$ cat src/rtl/m_display_scheduler_pkg.sv
// rtl/m_display_scheduler_pkg.sv - shared constants and state encodings for the display scheduler
// Purpose: default watched-register window, MIPS register numbers, FSM states.
// Ports: none (package).
package m_display_scheduler_pkg;

  localparam int BASE_REG_DEF  = 16;
  localparam int NUM_WATCH_DEF = 8;

  localparam logic [4:0] REG_T0 = 5'd8;
  localparam logic [4:0] REG_S0 = 5'd16;
  localparam logic [4:0] REG_S7 = 5'd23;

  typedef enum logic {
    ST_IDLE = 1'b0,
    ST_SHOW = 1'b1
  } sched_state_t;

endpackage

$ cat src/rtl/m_rr_arbiter.sv
// rtl/m_rr_arbiter.sv - combinational round-robin arbiter
// Purpose: pick the first set request after the pointer, wrapping N-1 -> 0.
// Ports:
//   req        in   N       request vector
//   ptr        in   IDX_W   last granted index (search starts at ptr+1)
//   grant_oh   out  N       one-hot grant
//   grant_idx  out  IDX_W   binary index of the grant
//   any_grant  out  1       at least one request is set
module m_rr_arbiter #(
  parameter int N     = 8,
  parameter int IDX_W = $clog2(N)
) (
  input  logic [N-1:0]     req,
  input  logic [IDX_W-1:0] ptr,
  output logic [N-1:0]     grant_oh,
  output logic [IDX_W-1:0] grant_idx,
  output logic             any_grant
);

  int               j;
  logic [IDX_W-1:0] jj;

  // Offset 1..N visits every index exactly once, ptr itself last.
  always_comb begin
    grant_oh  = '0;
    grant_idx = '0;
    any_grant = 1'b0;
    j         = 0;
    jj        = '0;
    for (int i = 1; i <= N; i++) begin
      j  = (int'(ptr) + i) % N;
      jj = IDX_W'(j);
      if (!any_grant && req[jj]) begin
        any_grant    = 1'b1;
        grant_idx    = jj;
        grant_oh[jj] = 1'b1;
      end
    end
  end

endmodule

$ cat src/rtl/m_display_scheduler.sv
// rtl/m_display_scheduler.sv - round-robin 7-segment display sequencer over watched registers
// Purpose: snoops WB writes into a shadow bank, marks them dirty, and shows
//   each updated register for DWELL cycles in round-robin order.
// Ports:
//   clk, rst              clock; asynchronous active-high reset
//   reg_write/write_reg/write_data   WB register-file write snoop
//   hold                  freeze dwell countdown
//   step                  end current dwell now
//   disp_value/disp_sel   displayed value and watched index
//   disp_valid            something has been shown since reset
//   disp_load             strobe when disp_value/disp_sel change
//   dirty_mask            written-but-not-yet-shown registers
module m_display_scheduler
  import m_display_scheduler_pkg::*;
#(
  parameter int BASE_REG  = BASE_REG_DEF,
  parameter int NUM_WATCH = NUM_WATCH_DEF,
  parameter int DWELL     = 50_000_000,
  parameter int DISP_W    = 24,
  parameter int IDX_W     = $clog2(NUM_WATCH)
) (
  input  logic                 clk,
  input  logic                 rst,
  input  logic                 reg_write,
  input  logic [4:0]           write_reg,
  input  logic [31:0]          write_data,
  input  logic                 hold,
  input  logic                 step,
  output logic [DISP_W-1:0]    disp_value,
  output logic [IDX_W-1:0]     disp_sel,
  output logic                 disp_valid,
  output logic                 disp_load,
  output logic [NUM_WATCH-1:0] dirty_mask
);

  localparam int DW_W = (DWELL > 1) ? $clog2(DWELL) : 1;

  sched_state_t         state_q, state_d;
  logic [DISP_W-1:0]    shadow [NUM_WATCH];
  logic [NUM_WATCH-1:0] dirty_q, dirty_d;
  logic [DW_W-1:0]      dwell_q, dwell_d;
  logic [IDX_W-1:0]     rr_ptr;

  logic [5:0]           rel;
  logic                 hit;
  logic [IDX_W-1:0]     hit_idx;
  logic [NUM_WATCH-1:0] grant_oh;
  logic [IDX_W-1:0]     grant_idx;
  logic                 any_grant;
  logic                 do_grant, refresh, expire;

  if (DISP_W < 32) begin : g_unused
    logic unused_wd;
    assign unused_wd = ^write_data[31:DISP_W];
  end

  assign rel     = {1'b0, write_reg} - 6'(BASE_REG);
  assign hit     = reg_write && ({1'b0, write_reg} >= 6'(BASE_REG)) && (rel < 6'(NUM_WATCH));
  assign hit_idx = rel[IDX_W-1:0];

  m_rr_arbiter #(.N(NUM_WATCH), .IDX_W(IDX_W)) u_arb (
    .req       (dirty_q),
    .ptr       (rr_ptr),
    .grant_oh  (grant_oh),
    .grant_idx (grant_idx),
    .any_grant (any_grant)
  );

  always_ff @(posedge clk or posedge rst) begin
    if (rst) state_q <= ST_IDLE;
    else     state_q <= state_d;
  end

  always_comb begin
    state_d  = state_q;
    do_grant = 1'b0;
    refresh  = 1'b0;
    expire   = 1'b0;
    dwell_d  = dwell_q;
    case (state_q)
      ST_IDLE: begin
        if (any_grant) begin
          do_grant = 1'b1;
          state_d  = ST_SHOW;
        end
      end
      ST_SHOW: begin
        expire = step || (dwell_q == '0 && !hold);
        if (expire && any_grant)                  do_grant = 1'b1;
        else if (hit && hit_idx == disp_sel)      refresh  = 1'b1;
        else if (step)                            dwell_d  = '0;
        else if (!hold && dwell_q != '0)          dwell_d  = dwell_q - DW_W'(1);
      end
      default: state_d = ST_IDLE;
    endcase
    if (do_grant || refresh) dwell_d = DW_W'(DWELL - 1);
    // A refresh of the shown register never marks it pending; a grant
    // clears its own bit last so a same-cycle write to it is consumed.
    dirty_d = dirty_q;
    if (hit && !refresh) dirty_d[hit_idx] = 1'b1;
    if (do_grant)        dirty_d = dirty_d & ~grant_oh;
  end

  always_ff @(posedge clk or posedge rst) begin
    if (rst) begin
      for (int i = 0; i < NUM_WATCH; i++) shadow[i] <= '0;
      dirty_q    <= '0;
      dwell_q    <= '0;
      rr_ptr     <= IDX_W'(NUM_WATCH - 1);
      disp_value <= '0;
      disp_sel   <= '0;
      disp_valid <= 1'b0;
      disp_load  <= 1'b0;
    end else begin
      if (hit) shadow[hit_idx] <= write_data[DISP_W-1:0];
      dirty_q   <= dirty_d;
      dwell_q   <= dwell_d;
      disp_load <= do_grant || refresh;
      if (do_grant) begin
        rr_ptr     <= grant_idx;
        disp_sel   <= grant_idx;
        disp_valid <= 1'b1;
        disp_value <= (hit && hit_idx == grant_idx) ? write_data[DISP_W-1:0]
                                                    : shadow[grant_idx];
      end else if (refresh) begin
        disp_value <= write_data[DISP_W-1:0];
      end
    end
  end

  assign dirty_mask = dirty_q;

endmodule

$ cat config.mk
export PLATFORM = sky130hd
export DESIGN_NAME = m_display_scheduler
export DESIGN_NICKNAME = d
export VERILOG_FILES = /design/src/rtl/m_display_scheduler_pkg.sv /design/src/rtl/m_rr_arbiter.sv /design/src/rtl/m_display_scheduler.sv
export SDC_FILE = /design/constraint.sdc
export NUM_CORES = 1
export LEC_CHECK = 0
export ABC_AREA = 0
export CAP_MARGIN = 5
export CORE_MARGIN = 4
export CORE_UTILIZATION = 50
export DETAILED_ROUTE_END_ITERATION = 7
export GPL_TIMING_DRIVEN = 0
export PLACE_DENSITY_LB_ADDON = 0.2
export SYNTH_ARGS = -nofsm -noshare
export SYNTH_HDL_FRONTEND = slang
export SYNTH_SLANG_ARGS = --single-unit
$ cat constraint.sdc
create_clock -name clk -period 8.7 [get_ports clk]
set_clock_uncertainty 0.15 [all_clocks]
set_input_delay 1.74 -clock clk [delete_from_list [all_inputs] [get_ports clk]]
set_output_delay 1.74 -clock clk [all_outputs]
set_load 0.03 [all_outputs]
* Word-level counts from Yosys, hierarchy flattened
Index checks and enable logic that the tools add are counted.
Storage, ports and cells: register bits after elaboration 259, input port bits 42, output and inout port bits 37, logic and storage cells 190
Operators by class: add/sub/neg operators 10, order comparisons 23, equality and inequality tests 4, muxes and demuxes 82, bitwise operators 13, reductions and logical operators 42
Operator list (count):
- bitwise mux 192 bit | 1
- 2-to-1 mux 26 bit | 6
- 2-to-1 mux 24 bit | 6
- 2-to-1 mux 8 bit | 10
- binary-select mux 24 bit (select 3 bit) | 1
- demux 24 bit (select 3 bit) | 1
- bitwise OR 8 bit | 8
- less-than comparator 3 x 4 -> 1 bit, second input constant | 9
- 2-to-1 mux 1 bit | 31
- demux 1 bit (select 3 bit) | 9
- >= comparator 3 x 1 -> 1 bit, second input constant | 9
- zero test 26 bit | 1
- nonzero test 26 bit | 1
- subtractor 26 x 1 -> 26 bit, second input constant | 1
- logical AND 1 bit | 25
- binary-select mux 1 bit (select 3 bit) | 8
- 2-to-1 mux 3 bit | 8
- adder 3 bit, second input constant | 4
- zero test 1 bit | 9
- bitwise AND 8 bit | 1
- >= comparator 4 bit, second input constant | 2
- inverter 3 -> 4 bit | 2
- inverter 8 bit | 1
- adder 3 x 1 -> 3 bit, second input constant | 2
- other kinds (13) | 18

* Logic depth before layout (Yosys ltp)
word-level depth 33, gate-level depth with buffers 17, gate-level depth less buffers 12

* Hierarchy
A second synthesis with hierarchy kept.
Second synthesis, totals: cell total of the unflattened synthesis 1153, area total of the unflattened synthesis 13404.1 um^2
Modules (own cells, without submodules):
- m_display_scheduler | times used 1, cells each 1007, area each 12017.8 um^2, seq. area each 6485.0 um^2
- m_rr_arbiter | times used 1, cells each 146, area each 1386.3 um^2, seq. area each 0.0 um^2

* Worst setup path before layout
Ideal clock, no wire load.
path kind reg2reg, start point reg rr_ptr[1], end point reg disp_value[0], setup time 0.126 ns, data arrival time 3.993 ns, data required time 8.424 ns, setup slack 4.431 ns, cell stages (with the launch flop) 17, path buffers 5, clock period less this slack 4.269 ns, cells stage by stage dfstp_2 -> buf_6 -> buf_12 -> inv_1 -> ha_1 -> buf_2 -> mux2_1 -> mux2_2 -> o22ai_2 -> or3b_2 -> a22oi_1 -> a221o_1 -> buf_4 -> o21ai_2 -> a31o_4 -> buf_8 -> a221o_1
On the way: cells in the longest elaborated chain, start to end 31, elaborated cells between the ends (all ways) 69, classes of those cells add/sub (8); eq/ne (1); mux (42); bitwise (1); reduce/logical (17)
Ends and longest elaborated chain:
- from (decl) | RTL line m_display_scheduler.sv:42 | logic [IDX_W-1:0] rr_ptr;
- from (signal assigned) | RTL line m_display_scheduler.sv:109 | rr_ptr <= IDX_W'(NUM_WATCH - 1);
- from (signal assigned) | RTL line m_display_scheduler.sv:120 | rr_ptr <= grant_idx;
- adder 3 x 1 -> 3 bit | RTL line m_rr_arbiter.sv:31 | j = (int'(ptr) + i) % N;
- binary-select mux 1 bit (select 3 bit) | RTL line m_rr_arbiter.sv:33 | if (!any_grant && req[jj]) begin
- 2-to-1 mux 1 bit (not written as such) | RTL line m_rr_arbiter.sv:33
- 2-to-1 mux 1 bit | RTL line m_rr_arbiter.sv:33
- zero test 1 bit | RTL line m_rr_arbiter.sv:33
- logical AND 1 bit | RTL line m_rr_arbiter.sv:33
- 2-to-1 mux 1 bit | RTL line m_rr_arbiter.sv:33
- zero test 1 bit | RTL line m_rr_arbiter.sv:33
- [... 14 more ...]
- zero test 1 bit | RTL line m_rr_arbiter.sv:33
- logical AND 1 bit | RTL line m_rr_arbiter.sv:33
- 2-to-1 mux 3 bit | RTL line m_rr_arbiter.sv:33
- inverter 3 -> 4 bit (not written as such) | RTL line m_display_scheduler.sv:124 | : shadow[grant_idx];
- binary-select mux 24 bit (select 3 bit) | RTL line m_display_scheduler.sv:124
- 2-to-1 mux 24 bit (not written as such) (2 in a row) | RTL line m_display_scheduler.sv:124
- 2-to-1 mux 24 bit | RTL line m_display_scheduler.sv:123 | disp_value <= (hit && hit_idx == grant_idx) ? write_data[DISP_W-1:0]
- 2-to-1 mux 24 bit | RTL line m_display_scheduler.sv:119 | if (do_grant) begin
- to (signal assigned) | RTL line m_display_scheduler.sv:123
- to (signal assigned) | RTL line m_display_scheduler.sv:126 | disp_value <= write_data[DISP_W-1:0];
- to (decl) | RTL line m_display_scheduler.sv:29 | output logic [DISP_W-1:0] disp_value,
Parallel ways exist; a longest one is shown, timed or not. The select of a mux whose other input is x is not followed. A chain may end at the register's enable or synchronous reset.

* Final worst setup path
start point reg rr_ptr[1], end point reg disp_value[13]
Same word-level chain as after synthesis.

==> impl.org <==
** Clock tree
- Skew-Pair Late Insertion Delay :: around 0.57 ns
- After clock tree synthesis, the flow added hold-fix buffers numbering 0.
- CTS built an H-tree with a depth of 1.
- CTS-repair resized insts :: 0
- Clock-pin transition on the worst setup and hold timing paths :: roughly 0.060 ns
- Number of buffers on the longest clock path :: 3
- Number of buffers created by CTS :: 28
- Library cell used as clock root buffer :: clkbuf_16
- In this run the post-CTS setup repair buffer count came out at 0.
- CTS saw 259 sinks.
- Clock tree from TritonCTS :: done

** Yosys
- Synthesis-stage register bit count :: between 200 and 300
- Of all flip-flops after synthesis, the portion carrying an async set or reset was between 90% and 100%.
- Dividing the synthesized area by the synthesized cell count gives ~12 µm².
- Yosys mapped a number of flops with a built-in enable equal to 0.
- The share of the Yosys chip area taken by registers is around half.
- Yosys synthesis warning count :: 0
- When the netlist entered floorplanning its net count stood at about 1100.
- In the synthesized netlist the dominant register cell turns out to be dfrtp_1.
- The synthesized netlist contains 82 unique library cells.
- Post-Synthesis Cell Area :: roughly 0.013 mm²
- Counting every instance in the synthesized netlist gives between 1000 and 1500.

** Critical path
- Kind of end point of the critical path :: flop
- Critical setup path kind :: flop to flop
- Largest fanout on the critical path :: 10
- The worst register-to-register path begins at rr_ptr[1].
- Register-to-register setup slack :: ~3.4 ns
- Tracing the worst setup path back leads to its startpoint at rr_ptr[1].
- Type of origin of the critical path :: flop
- For the worst setup path, the data required time is 8.99 ns.
- Data arrival time of the worst path :: 5.62 ns

** Floorplan
- Core region area :: approximately 0.026 mm²
- Measured along the x axis, the die boundary spans roughly 170 µm.
- Effective utilization at floorplan :: 51.0%
- Die Area :: 0.0293 mm²
- After floorplanning, the core was divided into around 60 placement rows.
- During I/O placement, the number of pins put on the boundary was between 70 and 80.
- The floorplan step set the die height to ~170 µm.

** Place
- The congestion estimate from routability-driven global placement came to between 0.8 and 0.9.
- Count of port buffers added during placement :: 67
- After legalization and detailed placement, the total HPWL measured 23.7 mm.

** STA
- Endpoints failing setup :: 0
- For the pin with the worst max-slew slack, the measured transition is approximately 1.4 ns.
- Worst max-slew margin expressed relative to the limit :: approximately 8.4%
- Fmax :: about 190 MHz
- After layout, the minimum clock period comes to 5.32 ns.
- The number of max-slew violations in the final report is 0.
- The final critical path takes up roughly 61% of the cycle.
- Accumulated negative setup slack :: 0 ns
- Final Hold Violating Endpoints :: 0
- Setup repair after global routing left no endpoint under its margin.

** Finish
- Seq. cell area :: between 0.006 and 0.007 mm²
- The post-route netlist has approximately 26% of its cells at a drive strength greater than 1.
- The filler cells instantiated in the layout total 2191.
- Compared with the post-synthesis result, the final layout area differs by 16.0%.
- Number of diodes :: 0
- After the last flow step, the layout net total stands at 1244.
- The multi-input combinational cells in the finished layout cover a total of 0.00635 mm².

** Worst hold path
- Hold/Removal Path Class :: flop to flop
- The worst hold path begins at disp_valid.

** GRT
- The via count of the first global-routing pass is around 10000.
- Entering global routing, the biggest net connects 42 pins.
- Grt total ovfl :: 0
- Global routing consumed, over all layers together, roughly 24% of the routing resources.
- Antenna violations before repair :: 0
- Global-route wire length before repair :: ~56 mm

** Job
- The tool flagged a number of max-cap violations equal to 0.

** Routing
- First-pass detailed-route iteration total :: 6
- The detailed router placed between 9000 and 10000 vias in this run.
- Via-per-instance ratio :: approximately 6.3
- In the final routed layout, each cell accounts on average for 22.8 µm.
- Post-DRT Antenna Nets :: 0
- Final WL :: around 35 mm
- For this block, the initial DRC count from the detailed router was between 900 and 1000.
- Count of unresolved DRC violations after routing :: 0

** Run status
- Outcome :: finished, final reports clean
[synthesized netlist by cell type, drive strengths merged, types with 6 or more instances]
master	count	area (µm²)
ha	7	87.6
nor3	14	81.3
mux2	203	2290
mux4	14	334
buf	37	273
a21oi	60	300
a221oi	25	219
o21ai	27	139
inv	14	52.6
a221o	77	771
o32a	6	60.1
nor2	52	198
clkbuf	42	159
xor2	6	52.6
nand2	72	270
nor4	8	50.1
xnor2	24	218
nand2b	6	37.5
nand3	11	55.1
dfrtp	256	6410
mux2i	58	584
[cells in the final DEF, fill, tap and decap left out, drive strengths merged, types with 7 or more instances in the layout]
master	count
a21oi	60
mux4	14
nand2	72
nor4	8
clkinv	7
xnor2	24
mux2	203
o21ai	27
ha	7
clkbuf	86
nand3	11
inv	13
dfrtp	256
a221oi	25
buf	43
clkdlybuf4s50	67
nor3	14
a221o	77
mux2i	58
nor2	52
[cells by family (layout without fill, tap and decap cells)]
family | count (synthesis) | after routing | synth area share (%)
fa+ha+maj | 7 | 7 | 0.657
buf+inv | 94 | 218 | 3.70
flops | 259 | 259 | 48.7
simple gates | 195 | 195 | 6.95
xor+xnor | 30 | 30 | 2.03
compound gates | 232 | 232 | 13.9
mux | 275 | 275 | 24.1
[flip-flops by register name, summed over array words and instances, names as in the netlist]
signal and count:
disp_sel 3, shadow 192, dirty_mask 8, disp_load 1, state_q 1, disp_value 24, rr_ptr 3, disp_valid 1
dwell_q 26
[through the flow]
stage	cell area (µm²)	setup slack, ns	instances	util (%)	hold WS, ns
3_5_place_dp	14500	3.32	1500	55.6	0.314
6_report	15500	3.38	1551	59.1	0.329
2_1_floorplan	13300	3.40	1092	-	0.329
5_1_grt	15500	3.15	1551	59.1	0.362
3_3_place_gp	14400	1.44	1494	55.2	0.302
4_1_cts	15400	3.49	1551	59.1	0.332
[worst paths after layout]
path | endpoint | depth (start not counted)
max in group asynchronous | shadow[148] | 4
setup / recovery | disp_value[13] | 15
setup reg to reg | disp_value[13] | 15
hold reg to reg | disp_valid | 1
min in group asynchronous | shadow[111] | 2
hold / removal | disp_valid | 1
[area by class of cell]
cell class | instances | share of cell area (%)
Clock inverter | 7 | 0.437
Tap cell | 335 | 2.71
Multi-Input combinational cell | 739 | 41.1
Timing Repair Buffer | 73 | 5.12
Sequential cell | 259 | 42.0
Buffer | 80 | 2.85
Clock buffer | 44 | 5.44
Inverter | 14 | 0.364
[worst max-delay path, cell delays in order (launching register included)]
cell	delay (ns)
dfstp_2	0.57
buf_6	0.16
buf_12	0.14
inv_1	0.11
ha_1	0.37
buf_2	0.25
mux2_1	0.37
mux2_2	0.29
o211a_1	0.25
a21oi_1	0.20
nand2_1	0.13
a221oi_1	0.97
clkbuf_1	0.63
a221o_1	0.24
a221oi_1	0.11
a221o_1	0.28
[layer usage]
metal,up-vias,share of wire (%),track usage (%)
li1,4344,-,-
met5,-,0,0
met1,5048,44,34.0
met2,308,47,39.2
met3,78,5.1,3.29
met4,0,3.3,7.92
Power is not shown: default switching activity piles up to over one toggle a cycle in this logic, so the estimate is an artifact.
